$ cat src/rtl/ahb_lite_initiator.sv
// AHB-Lite single-transfer initiator.
// Takes one command at a time, runs it as a single NONSEQ transfer and returns
// one response carrying read data, error flags and the number of data-phase
// wait states. Misaligned or illegal-size commands never reach the bus.
//
// state | meaning
// ------+-------------------------------------------------------------
// IDLE  | ready for a command (cmd_ready high)
// ADDR  | address phase, HTRANS=NONSEQ, held until HREADY
// DATA  | data phase, counting wait states and watching HRESP
// RESP  | response presented on rsp_*, waits for rsp_ready
module ahb_lite_initiator #(
    parameter int WAIT_W = 8
) (
    input  logic              HCLK,
    input  logic              HRESETn,
    input  logic              cmd_valid,
    output logic              cmd_ready,
    input  logic              cmd_write,
    input  logic [31:0]       cmd_addr,
    input  logic [31:0]       cmd_wdata,
    input  logic [2:0]        cmd_size,
    output logic              rsp_valid,
    input  logic              rsp_ready,
    output logic [31:0]       rsp_rdata,
    output logic              rsp_err,
    output logic              rsp_misalign,
    output logic [WAIT_W-1:0] rsp_waits,
    output logic [31:0]       HADDR,
    output logic [1:0]        HTRANS,
    output logic              HWRITE,
    output logic [2:0]        HSIZE,
    output logic [31:0]       HWDATA,
    input  logic [31:0]       HRDATA,
    input  logic              HREADY,
    input  logic              HRESP
);

    typedef enum logic [1:0] {
        S_IDLE = 2'd0,
        S_ADDR = 2'd1,
        S_DATA = 2'd2,
        S_RESP = 2'd3
    } state_t;

    localparam logic [WAIT_W-1:0] WAIT_MAX = '1;

    state_t            state;
    state_t            state_nxt;
    logic              accept;
    logic              cmd_bad;
    logic              err_q;
    logic [WAIT_W-1:0] wait_cnt;

    assign accept  = (state == S_IDLE) && cmd_valid;
    assign cmd_bad = (cmd_size > 3'd2) ||
                     ((cmd_size == 3'd1) && cmd_addr[0]) ||
                     ((cmd_size == 3'd2) && (cmd_addr[1:0] != 2'b00));

    assign rsp_waits = wait_cnt;

    // State register
    always_ff @(posedge HCLK) begin
        if (!HRESETn) begin
            state <= S_IDLE;
        end else begin
            state <= state_nxt;
        end
    end

    // Next-state logic and state-decoded outputs
    always_comb begin
        state_nxt = state;
        HTRANS    = 2'b00;
        rsp_valid = 1'b0;
        cmd_ready = 1'b0;
        case (state)
            S_IDLE: begin
                cmd_ready = HRESETn;
                if (cmd_valid) begin
                    state_nxt = cmd_bad ? S_RESP : S_ADDR;
                end
            end
            S_ADDR: begin
                HTRANS = 2'b10;
                if (HREADY) begin
                    state_nxt = S_DATA;
                end
            end
            S_DATA: begin
                if (HREADY) begin
                    state_nxt = S_RESP;
                end
            end
            S_RESP: begin
                rsp_valid = 1'b1;
                if (rsp_ready) begin
                    state_nxt = S_IDLE;
                end
            end
            default: state_nxt = S_IDLE;
        endcase
    end

    // Command capture, wait counting, error latch and response fields
    always_ff @(posedge HCLK) begin
        if (!HRESETn) begin
            HADDR        <= '0;
            HWRITE       <= 1'b0;
            HSIZE        <= '0;
            HWDATA       <= '0;
            wait_cnt     <= '0;
            err_q        <= 1'b0;
            rsp_rdata    <= '0;
            rsp_err      <= 1'b0;
            rsp_misalign <= 1'b0;
        end else begin
            if (accept) begin
                wait_cnt     <= '0;
                err_q        <= 1'b0;
                rsp_rdata    <= '0;
                rsp_err      <= cmd_bad;
                rsp_misalign <= cmd_bad;
                // Rejected commands leave the bus-facing registers untouched.
                if (!cmd_bad) begin
                    HADDR  <= cmd_addr;
                    HWRITE <= cmd_write;
                    HSIZE  <= cmd_size;
                    // HWDATA only tracks writes so a read leaves it unchanged.
                    if (cmd_write) begin
                        HWDATA <= cmd_wdata;
                    end
                end
            end
            if (state == S_DATA) begin
                if (!HREADY) begin
                    if (wait_cnt != WAIT_MAX) begin
                        wait_cnt <= wait_cnt + 1'b1;
                    end
                    if (HRESP) begin
                        err_q <= 1'b1;
                    end
                end else begin
                    rsp_err <= HRESP | err_q;
                    if (!HWRITE && !HRESP && !err_q) begin
                        rsp_rdata <= HRDATA;
                    end
                end
            end
        end
    end

endmodule

$ cat config.mk
export PLATFORM = sky130hd
export DESIGN_NAME = ahb_lite_initiator
export DESIGN_NICKNAME = d
export VERILOG_FILES = /design/src/rtl/ahb_lite_initiator.sv
export SDC_FILE = /design/constraint.sdc
export NUM_CORES = 1
export LEC_CHECK = 0
export ABC_AREA = 0
export BUFFER_PORTS_ARGS = -buffer_cell sky130_fd_sc_hd__buf_2
export CAP_MARGIN = 0
export CORE_ASPECT_RATIO = 1.2
export CORE_MARGIN = 10
export CORE_UTILIZATION = 51
export CTS_BUF_LIST = sky130_fd_sc_hd__clkbuf_8
export DETAILED_ROUTE_END_ITERATION = 8
export GPL_TIMING_DRIVEN = 0
export PLACE_DENSITY = 0.91
export SLEW_MARGIN = 20
export SYNTH_ARGS = -nofsm -noshare
export SYNTH_HDL_FRONTEND = slang
export SYNTH_SLANG_ARGS = --single-unit
$ cat constraint.sdc
create_clock -name HCLK -period 2.7 [get_ports HCLK]
set_input_delay 0.27 -clock HCLK [delete_from_list [all_inputs] [get_ports HCLK]]
set_output_delay 0.27 -clock HCLK [all_outputs]
set_load 0.005 [all_outputs]
# Word level (Yosys, flattened, before mapping)
# Cells that the tools add are included.
[word_totals]
reg_bits = 113
latch_bits = 0
ram_bits = 0
rom_bits = 0
output_inout_bits = 114
wordCells = 63
mem_count = 0
[classes]
n_addsub = 1
n_mul = 0
div_mod_pow = 0
magnitude_cmp = 1
eq_ne = 10
shifts = 0
mux = 24
bitwise = 2
reduce_logical = 15
[op_table]
columns = ["cell", "count"]
rows = [
  ["2-to-1 mux 32 bit", 4],
  ["2-to-1 mux 8 bit", 4],
  ["2-to-1 mux 2 bit", 6],
  ["2-to-1 mux 1 bit", 9],
  ["adder 8 x 1 -> 8 bit (second input constant)", 1],
  ["!= test 2 bit (second input constant)", 4],
  ["!= test 8 bit (second input constant)", 1],
  ["one-hot mux 2 bit (4 select lines)", 1],
  ["logical AND 1 bit", 5],
  ["equality test 2 bit (second input constant)", 2],
  ["AND reduction 4 bit", 1],
  ["equality test 3 x 1 -> 1 bit (second input constant)", 1],
  ["equality test 3 x 2 -> 1 bit (second input constant)", 1],
  ["> comparator 3 x 2 -> 1 bit (second input constant)", 1],
  ["zero test 1 bit", 3],
  ["AND reduction 3 bit", 1],
  ["equality test 2 x 1 -> 1 bit (second input constant)", 1],
  ["zero test 2 bit", 1],
  ["logical OR 1 bit", 2],
  ["AND reduction 2 bit", 1],
  ["nonzero test 2 bit", 1],
  ["inverter 1 bit", 1],
  ["bitwise OR 1 bit", 1],
]

# Depth between registers and ports, before layout
# Gate-level depths: netlist of run 1.
[logic_depth]
depth_word = 7
depth_mapped = 8
ltp_nobuf = 6

# Worst setup path after synthesis of run 1
# No wires, ideal clock.
[synth_timing]
path_kind = "register -> register"
startpoint = "register state[0]"
endpoint = "register rsp_rdata[2]"
setup_time_ns = 0.132
arrival_ns = 1.561
required_ns = 2.568
setup_slack_ns = 1.007
path_stages_with_launch = 9
n_path_buf = 2
period_less_slack_ns = 1.693
cell_sequence = "dfxtp_1 inv_1 ha_1 nand2_1 or4_1 clkbuf_1 clkbuf_1 nand3_1 a21oi_1"
[synth_between]
elab_chain_len = 6
elab_cells_between_ends = 7
cone_classes = "eq/ne: 1; mux: 4; reduce/logical: 2"
[synth_lines]
columns = ["item", "line", "source"]
rows = [
  ["from (decl)", "48", "state_t state;"],
  ["from (signal assigned)", "67", "state <= state_nxt;"],
  ["zero test 2 bit", "55", "assign accept = (state == S_IDLE) && cmd_valid;"],
  ["logical AND 1 bit", "55", ""],
  ["2-to-1 mux 32 bit", "118", "if (accept) begin"],
  ["2-to-1 mux 32 bit", "145", "if (!HWRITE && !HRESP && !err_q) begin"],
  ["2-to-1 mux 32 bit", "136", "if (!HREADY) begin"],
  ["2-to-1 mux 32 bit *", "135", "if (state == S_DATA) begin"],
  ["to (signal assigned)", "114", "rsp_rdata <= '0;"],
  ["to (signal assigned)", "121", "rsp_rdata <= '0;"],
  ["to (signal assigned)", "146", "rsp_rdata <= HRDATA;"],
  ["to (decl)", "25", "output logic [31:0] rsp_rdata,"],
]
# Mark *: on every way between the ends. The rest lies on a longest branch, timed or not.
# A chain may end at the register's enable or synchronous reset.

# Worst setup path in the final report of run 1
[layout_timing]
startpoint = "register state[0]"
endpoint = "register rsp_rdata[9]"
# Same word-level chain as after synthesis.

==> results_tabular.tex, run 1 <==
\begin{tabular}{lr}
\hline
Metric & Value \\
\hline
\multicolumn{2}{l}{\textbf{Status}} \\
Result of the run & complete, no violations \\
\multicolumn{2}{l}{\textbf{STA}} \\
Final critical-path required period & approximately 2.1 ns \\
Smallest setup slack after layout & roughly 0.60 ns \\
Period utilisation layout & just under 80\% \\
Sum of negative setup slack & 0 ns \\
Final worst hold slack & approximately 0.051 ns \\
Measured slew at the worst slew-check pin & 0.790 ns \\
Setup repair after global routing missed its margin & false \\
Count of endpoints failing hold in the final timing report & 0 \\
Worst clock skew on the final layout & 0.00662 ns \\
Max Slew Vio Count & 0 \\
Highest attainable clock frequency & between 400 and 500 MHz \\
Setup violators final & 0 \\
Headroom to the max-slew limit & 46.9\% \\
\multicolumn{2}{l}{\textbf{CTS}} \\
Post-CTS Setup Bufs & 0 \\
Number of hold-repair buffers added at the cts stage & 0 \\
Clock buffers created by TritonCTS & 17 \\
CTS Root Buffer Type & sky130\_fd\_sc\_hd\_\_clkbuf\_8 \\
Clock transition time at the flip-flop clock pins of the worst setup and hold paths & $\sim$0.070 ns \\
Maximum root-to-sink buffer count & 2 \\
H-tree levels & 4 \\
TritonCTS clock tree & yes \\
Later-pin clock latency in the skew report & approximately 0.43 ns \\
Resized Gates After CTS & 0 \\
CTS sink count & 113 \\
\multicolumn{2}{l}{\textbf{Logic synthesis}} \\
Syn Nets & between 600 and 700 \\
Count of flip-flops with a built-in enable after synthesis & 0 \\
Cells after Synth & 541 \\
Synth cell count leaders & 144 x sky130\_fd\_sc\_hd\_\_nand2\_1, 113 x sky130\_fd\_sc\_hd\_\_dfxtp\_1, 73 x sky130\_fd\_sc\_hd\_\_a21oi\_1 \\
Fraction of the yosys area taken by sequential cells & 52.2\% \\
Yosys warnings & 0 \\
Cell with the most instances after synthesis & sky130\_fd\_sc\_hd\_\_nand2\_1 \\
Top cell type by total area after synthesis & sky130\_fd\_sc\_hd\_\_dfxtp\_1 \\
Register bit count reported by yosys & approximately 110 \\
Number of distinct library cell variants in the gate-level netlist after synthesis & between 40 and 50 \\
Cell area after synthesis & 4340 um\^{}2 \\
Share of async-settable or async-resettable flops after synthesis & 0\% \\
Synth area leaders & sky130\_fd\_sc\_hd\_\_dfxtp\_1 52\%, sky130\_fd\_sc\_hd\_\_nand2\_1 12\%, sky130\_fd\_sc\_hd\_\_a21oi\_1 8.4\%, sky130\_fd\_sc\_hd\_\_nand3\_1 8.1\%, sky130\_fd\_sc\_hd\_\_o21ai\_0 4.2\% \\
Average cell area after synthesis & roughly 8.0 um\^{}2 \\
Post-synth top area share & $\sim$52\% \\
Main flop type after synthesis & sky130\_fd\_sc\_hd\_\_dfxtp\_1 \\
\multicolumn{2}{l}{\textbf{Placement}} \\
Total cell area at the placement stage & 5570 um\^{}2 \\
Placer congestion estimate & just under 0.9 \\
Number of cells in the design after placement & 873 \\
Hpwl dp & roughly 11 mm \\
Worst-case setup slack after placement & $\sim$0.65 ns \\
Input/output buffers & 218 \\
\multicolumn{2}{l}{\textbf{Detailed routing}} \\
DRC marker count from the first detailed-route iteration & $\sim$260 \\
Detail-routed net length per standard cell & between 15 and 20 um \\
First-pass iteration count of the detailed router & 5 \\
Number of design rule violations left after detail routing & 0 \\
Count of vias placed by the detailed router & a little under 5000 \\
Vias per Instance & 5.34 \\
WL final & around 15 mm \\
Remaining antenna violation count after routing & 0 \\
\multicolumn{2}{l}{\textbf{Min path}} \\
Number of cells traversed by the worst hold path & 3 \\
Startpoint of the tightest hold check path & cmd\_addr[18] \\
Worst Hold Class & in -> reg \\
Worst hold path endpoint & HADDR[18]\$\_SDFFE\_PN0P\_ \\
\multicolumn{2}{l}{\textbf{Floorplanning}} \\
Placeable core region & 8200 um\^{}2 \\
Die outline area & about 13000 um\^{}2 \\
Die outline height & about 120 um \\
Num ports & 220 \\
Row cnt & 36 \\
Initial cell density of the core & a little over half \\
Floorplan die width & about 100 um \\
\multicolumn{2}{l}{\textbf{Final layout}} \\
Diodes inserted & 0 \\
Fraction of final layout cells with drive strength greater than 1 & between 30\% and 40\% \\
Number of standard cells in the final layout excluding fillers & slightly above 900 \\
Final-layout fill cell count & around 640 \\
Final Cell Area & $\sim$6100 um\^{}2 \\
Number of nets in the final layout & a little under 900 \\
Layout Utilization & about three quarters \\
Layout area overhead & 39.9\% \\
\multicolumn{2}{l}{\textbf{Global routing}} \\
Wire length of the first global-routing pass & around 23 mm \\
Initial antenna violation count & 1 \\
Overflow after GRT & 0 \\
Via count of the first global-routing pass & $\sim$4800 \\
Global-route total usage across every layer & 22.8\% \\
Largest net degree at the start of global routing & 17 \\
\multicolumn{2}{l}{\textbf{Critical path}} \\
Endpoint of the lowest-slack register-to-register path & rsp\_rdata[9]\$\_SDFF\_PN0\_ \\
Cell with the biggest individual delay on the critical path & sky130\_fd\_sc\_hd\_\_buf\_1 \\
Category of the worst setup path launch point & flip-flop \\
Critical path buffer and inverter count & 3 \\
Kind of capture point of the worst setup path & flip-flop \\
Category of the critical setup timing path & reg -> reg \\
Worst Path Max Fanout & 10 \\
Critical Path RT & around 3 ns \\
Critical path, cell by cell & inv\_1, ha\_1, nand2\_1, clkbuf\_1, buf\_1, nand3\_1, a21oi\_1 \\
Number of cells on the worst reg-to-reg path & 7 \\
Highest cell delay on the worst timing path & about 0.41 ns \\
Delay-heaviest family, CP & buffers and inverters \\
Flop2flop setup slack & $\sim$0.60 ns \\
Worst Path Arrival & approximately 2.5 ns \\
Worst reg2reg startpoint & state[0]\$\_SDFFE\_PN0P\_ \\
\multicolumn{2}{l}{\textbf{Run}} \\
Maximum capacitance violations & 0 \\
\multicolumn{2}{l}{\textbf{Pwr}} \\
Total Power & around 4.6 mW \\
Ratio of total power to cell area & around 750 nW/um\^{}2 \\
Peak supply drop & roughly 0.41 mV \\
Static leakage & between 2 and 3 nW \\
\hline
\end{tabular}
## placed cells by master, fill, tap and decap left out, drive strengths merged, types with 2 or more instances in the layout
master / n
a211oi: 2
a21oi: 73
a31oi: 2
and2: 2
and3: 2
buf: 234
bufinv: 6
clkbuf: 47
clkinv: 3
dfxtp: 113
ha: 6
inv: 6
nand2: 144
nand2b: 2
nand3: 70
nand4: 2
nor2: 7
nor2b: 2
nor3: 5
nor4: 2
o21ai: 43
## worst reg2reg max path, cell delays in order, from the launching register on
cell                       delay, ns
sky130_fd_sc_hd__dfxtp_1        0.37
sky130_fd_sc_hd__inv_1          0.11
sky130_fd_sc_hd__ha_1           0.24
sky130_fd_sc_hd__nand2_1        0.16
sky130_fd_sc_hd__clkbuf_1       0.40
sky130_fd_sc_hd__buf_1          0.41
sky130_fd_sc_hd__nand3_1        0.14
sky130_fd_sc_hd__a21oi_1        0.18
## power by group
group / switching, mW / internal [mW] / leakage (nW)
combinational: 0.490 / 0.307 / 1.57
clock: 0.669 / 1.28 / 0.253
sequential: 0.0608 / 1.77 / 0.914
total: 1.22 / 3.36 / 2.73
## worst max-delay path by stage
| stage | from | endpoint | slack, ns | depth (start not counted) |
|---|---|---|---|---|
| CTS | state[0]$_SDFFE_PN0P_ | rsp_rdata[6]$_SDFF_PN0_ | 0.61 | 7 |
| global placement | state[0]$_SDFFE_PN0P_ | rsp_rdata[25]$_SDFF_PN0_ | 0.75 | 7 |
| finish | state[0]$_SDFFE_PN0P_ | rsp_rdata[9]$_SDFF_PN0_ | 0.60 | 7 |
| floorplan | state[0]$_SDFFE_PN0P_ | rsp_rdata[2]$_SDFF_PN0_ | 1.01 | 8 |
| global route | state[0]$_SDFFE_PN0P_ | rsp_rdata[4]$_SDFF_PN0_ | 0.38 | 7 |
| detailed placement | state[0]$_SDFFE_PN0P_ | rsp_rdata[6]$_SDFF_PN0_ | 0.65 | 7 |
## state kept, by name, summed over array words and instances (netlist names)
register	flops
rsp_err	1
state	2
HADDR	32
rsp_misalign	1
HWRITE	1
HSIZE	3
rsp_waits	8
HWDATA	32
err_q	1
rsp_rdata	32
## cells by family (layout without fill, tap and decap cells)
| logic type | Yosys count | in the layout | synth area share [%] |
|---|---|---|---|
| adders and majority gates | 6 | 6 | 1.73 |
| and+or+nand+nor | 242 | 242 | 24.3 |
| AOI/OAI and AO/OA | 132 | 132 | 16.7 |
| DFF | 113 | 113 | 52.2 |
| buffers and inverters | 47 | 297 | 5.08 |
| other | 1 | 1 | 0.0865 |
## metal layers
metal  vias up  GRT usage (%)  wire length (um)
met4         2           12.3               521
met5         -              0                13
met1      2241           22.4              5340
met3        43           8.71              1340
met2       232           40.9              7670
li1       2318              -                 -
## layout make-up
type	instances	area [um^2]	area share (%)
tap	114	143	2.35
sequential	113	2260	37.3
buffer	42	201	3.32
clock inverter	11	206	3.40
inverter	5	18.8	0.309
timing repair buffer	218	1090	18.0
clock buffer	21	289	4.76
multi-input combinational	381	1850	30.6
Power figures use the tool's default switching activity.
==> run 2, diff against run 1 <==
--- a/config.mk
+++ b/config.mk
@@ -10,11 +10,11 @@
 export CAP_MARGIN = 0
 export CORE_ASPECT_RATIO = 1.2
 export CORE_MARGIN = 10
-export CORE_UTILIZATION = 51
+export CORE_UTILIZATION = 42
 export CTS_BUF_LIST = sky130_fd_sc_hd__clkbuf_8
 export DETAILED_ROUTE_END_ITERATION = 8
 export GPL_TIMING_DRIVEN = 0
-export PLACE_DENSITY = 0.91
+export PLACE_DENSITY = 0.81
 export SLEW_MARGIN = 20
 export SYNTH_ARGS = -nofsm -noshare
 export SYNTH_HDL_FRONTEND = slang
==> constraint.sdc (replaced) <==
create_clock -name HCLK -period 1.92 [get_ports HCLK]
set_input_delay 0.192 -clock HCLK [delete_from_list [all_inputs] [get_ports HCLK]]
set_output_delay 0.192 -clock HCLK [all_outputs]
set_load 0.005 [all_outputs]
==> results_tabular.tex, run 2 (synthesis gave the netlist of run 1 again) <==
\begin{tabular}{lr}
\hline
Metric & Value \\
\hline
\multicolumn{2}{l}{\textbf{CTS}} \\
H-tree levels & 4 (unchanged) \\
Maximum root-to-sink buffer count & 2 (unchanged) \\
Later-pin clock latency in the skew report & 0.41 ns (was 0.43 ns) \\
Clock buffers created by TritonCTS & 17 (unchanged) \\
Clock transition time at the flip-flop clock pins of the worst setup and hold paths & 0.06 ns (was 0.07 ns) \\
CTS Root Buffer Type & sky130\_fd\_sc\_hd\_\_clkbuf\_8 (unchanged) \\
TritonCTS clock tree & yes (unchanged) \\
CTS sink count & 113 (unchanged) \\
\multicolumn{2}{l}{\textbf{Final layout}} \\
Fraction of final layout cells with drive strength greater than 1 & 33.5\% (was 33.1\%) \\
Number of nets in the final layout & 944 (was 890) \\
Commonest cells after routing, fill and taps aside & 229 x sky130\_fd\_sc\_hd\_\_buf\_2, 143 x sky130\_fd\_sc\_hd\_\_nand2\_1, 113 x sky130\_fd\_sc\_hd\_\_dfxtp\_1 (was 221 x sky130\_fd\_sc\_hd\_\_buf\_2, 144 x sky130\_fd\_sc\_hd\_\_nand2\_1, 113 x sky130\_fd\_sc\_hd\_\_dfxtp\_1) \\
Most common cell after layout, fill and taps aside & sky130\_fd\_sc\_hd\_\_buf\_2 (unchanged) \\
Registers with the highest flip-flop counts & HADDR x32, HWDATA x32, rsp\_rdata x32 (unchanged) \\
Layout area overhead & 52.5\% (was 39.9\%) \\
Diodes inserted & 0 (unchanged) \\
\multicolumn{2}{l}{\textbf{Detailed routing}} \\
WL final & 16.3 mm (was 14.9 mm) \\
Vias per Instance & 5.13 (was 5.34) \\
Count of vias placed by the detailed router & 4969 (was 4836) \\
Remaining antenna violation count after routing & 0 (unchanged) \\
DRC marker count from the first detailed-route iteration & 462 (was 262) \\
First-pass iteration count of the detailed router & 5 (unchanged) \\
Number of design rule violations left after detail routing & 0 (unchanged) \\
Detail-routed net length per standard cell & 16.8 um (was 16.4 um) \\
\multicolumn{2}{l}{\textbf{Floorplanning}} \\
Die outline height & 131 um (was 121 um) \\
Num ports & 220 (unchanged) \\
Placeable core region & 10100 um\^{}2 (was 8200 um\^{}2) \\
Floorplan die width & 113 um (was 104 um) \\
Row cnt & 40 (was 36) \\
Initial cell density of the core & 43.1\% (was 52.9\%) \\
Die outline area & 14800 um\^{}2 (was 12600 um\^{}2) \\
\multicolumn{2}{l}{\textbf{Global routing}} \\
Initial antenna violation count & 0 (was 1) \\
Largest net degree at the start of global routing & 17 (unchanged) \\
Global-route total usage across every layer & 20.9\% (was 22.8\%) \\
Via count of the first global-routing pass & 4979 (was 4794) \\
Wire length of the first global-routing pass & 25.6 mm (was 23.5 mm) \\
Overflow after GRT & 0 (unchanged) \\
\multicolumn{2}{l}{\textbf{Run}} \\
Maximum capacitance violations & 0 (unchanged) \\
\multicolumn{2}{l}{\textbf{Critical path}} \\
Critical Path RT & 2.19 ns (was 3.05 ns) \\
Flop2flop setup slack & 0.11 ns (was 0.60 ns) \\
Category of the worst setup path launch point & flip-flop (unchanged) \\
Category of the critical setup timing path & reg -> reg (unchanged) \\
Kind of capture point of the worst setup path & flip-flop (unchanged) \\
Worst Path Arrival & 2.08 ns (was 2.45 ns) \\
Worst Path Max Fanout & 10 (unchanged) \\
\multicolumn{2}{l}{\textbf{Pwr}} \\
Total Power & 6.11 mW (was 4.58 mW) \\
Ratio of total power to cell area & 924 nW/um\^{}2 (was 754 nW/um\^{}2) \\
Static leakage & 2.97 nW (was 2.73 nW) \\
Peak supply drop & 0.603 mV (was 0.410 mV) \\
\multicolumn{2}{l}{\textbf{STA}} \\
Final critical-path required period & 1.81 ns (was 2.10 ns) \\
Setup violators final & 0 (unchanged) \\
Headroom to the max-slew limit & 60.7\% (was 46.9\%) \\
Highest attainable clock frequency & 553 MHz (was 477 MHz) \\
Period utilisation layout & 94.2\% (was 77.7\%) \\
Count of endpoints failing hold in the final timing report & 0 (unchanged) \\
Max Slew Vio Count & 0 (unchanged) \\
Measured slew at the worst slew-check pin & 0.589 ns (was 0.790 ns) \\
Worst clock skew on the final layout & 0.00621 ns (was 0.00662 ns) \\
Setup repair after global routing missed its margin & false (unchanged) \\
Sum of negative setup slack & 0 ns (unchanged) \\
\multicolumn{2}{l}{\textbf{Min path}} \\
Worst Hold Class & in -> reg (unchanged) \\
\multicolumn{2}{l}{\textbf{Status}} \\
Result of the run & complete, no violations (unchanged) \\
\multicolumn{2}{l}{\textbf{Placement}} \\
Input/output buffers & 218 (unchanged) \\
Placer congestion estimate & 0.849 (was 0.867) \\
Hpwl dp & 11.4 mm (about the same) \\
\hline
\end{tabular}
[run 2: per-stage QoR]
step           util (%)  setup slack (ns)  instances  hold WS, ns  instance area (um^2)
6_report           65.7             0.111        969       0.0135                  6610
2_1_floorplan         -             0.227        541        0.322                  4340
3_5_place_dp       55.5            -0.380        885        0.412                  5590
5_1_grt            65.7            0.0112        969      0.00514                  6610
4_1_cts            65.2            0.0526        967    0.0000543                  6560
3_3_place_gp       55.5            -0.398        885        0.409                  5590
[run 2: layout make-up]
type | count | area [um^2]
fillers | 807 | 3450
multi-input cells | 381 | 1900
plain buffers | 41 | 223
clock buffers | 23 | 317
well taps | 126 | 158
inverters | 5 | 18.8
flip-flops and latches | 113 | 2260
clock inverters | 7 | 82.6
repair buffers | 273 | 1650
[run 2: final timing paths]
| check | from | endpoint | cells after the start |
|---|---|---|---|
| min | cmd_addr[7] | HADDR[7]$_SDFFE_PN0P_ | 3 |
| min reg2reg | HADDR[29]$_SDFFE_PN0P_ | HADDR[29]$_SDFFE_PN0P_ | 2 |
| max reg2reg | state[0]$_SDFFE_PN0P_ | rsp_rdata[11]$_SDFF_PN0_ | 7 |
| max | state[0]$_SDFFE_PN0P_ | rsp_rdata[11]$_SDFF_PN0_ | 7 |
[run 2: what timing repair did]
action,in CTS,in global routing
endpoints found under the hold margin,53,1
setup buffers,0,1
gates resized for setup,19,14
pin swaps,0,1
endpoints found under the setup margin,65,58
hold buffers,53,1
[run 2: per-layer routing]
metal  routed length (um)  vias to the layer above  GRT usage, %
li1                     -                     2428             -
met1                 6020                     2279          22.3
met2                 8290                      231          36.1
met3                 1600                       31          8.47
met4                  403                        0          7.70
met5                    0                        -             0
[run 2: power by group]
group / internal (mW) / total (mW) / switching [mW]
Clock: 1.33 / 2.25 / 0.912
Combinational: 0.547 / 1.29 / 0.742
Sequential: 2.49 / 2.57 / 0.0890
[run 2: critical path: stages, from the launching register on]
cell and delay [ns]:
sky130_fd_sc_hd__dfxtp_1 0.33, sky130_fd_sc_hd__inv_1 0.13, sky130_fd_sc_hd__ha_2 0.24, sky130_fd_sc_hd__nand2_2 0.10, sky130_fd_sc_hd__or4_4 0.48, sky130_fd_sc_hd__clkbuf_4 0.22
sky130_fd_sc_hd__nand3_1 0.09, sky130_fd_sc_hd__a21oi_1 0.08
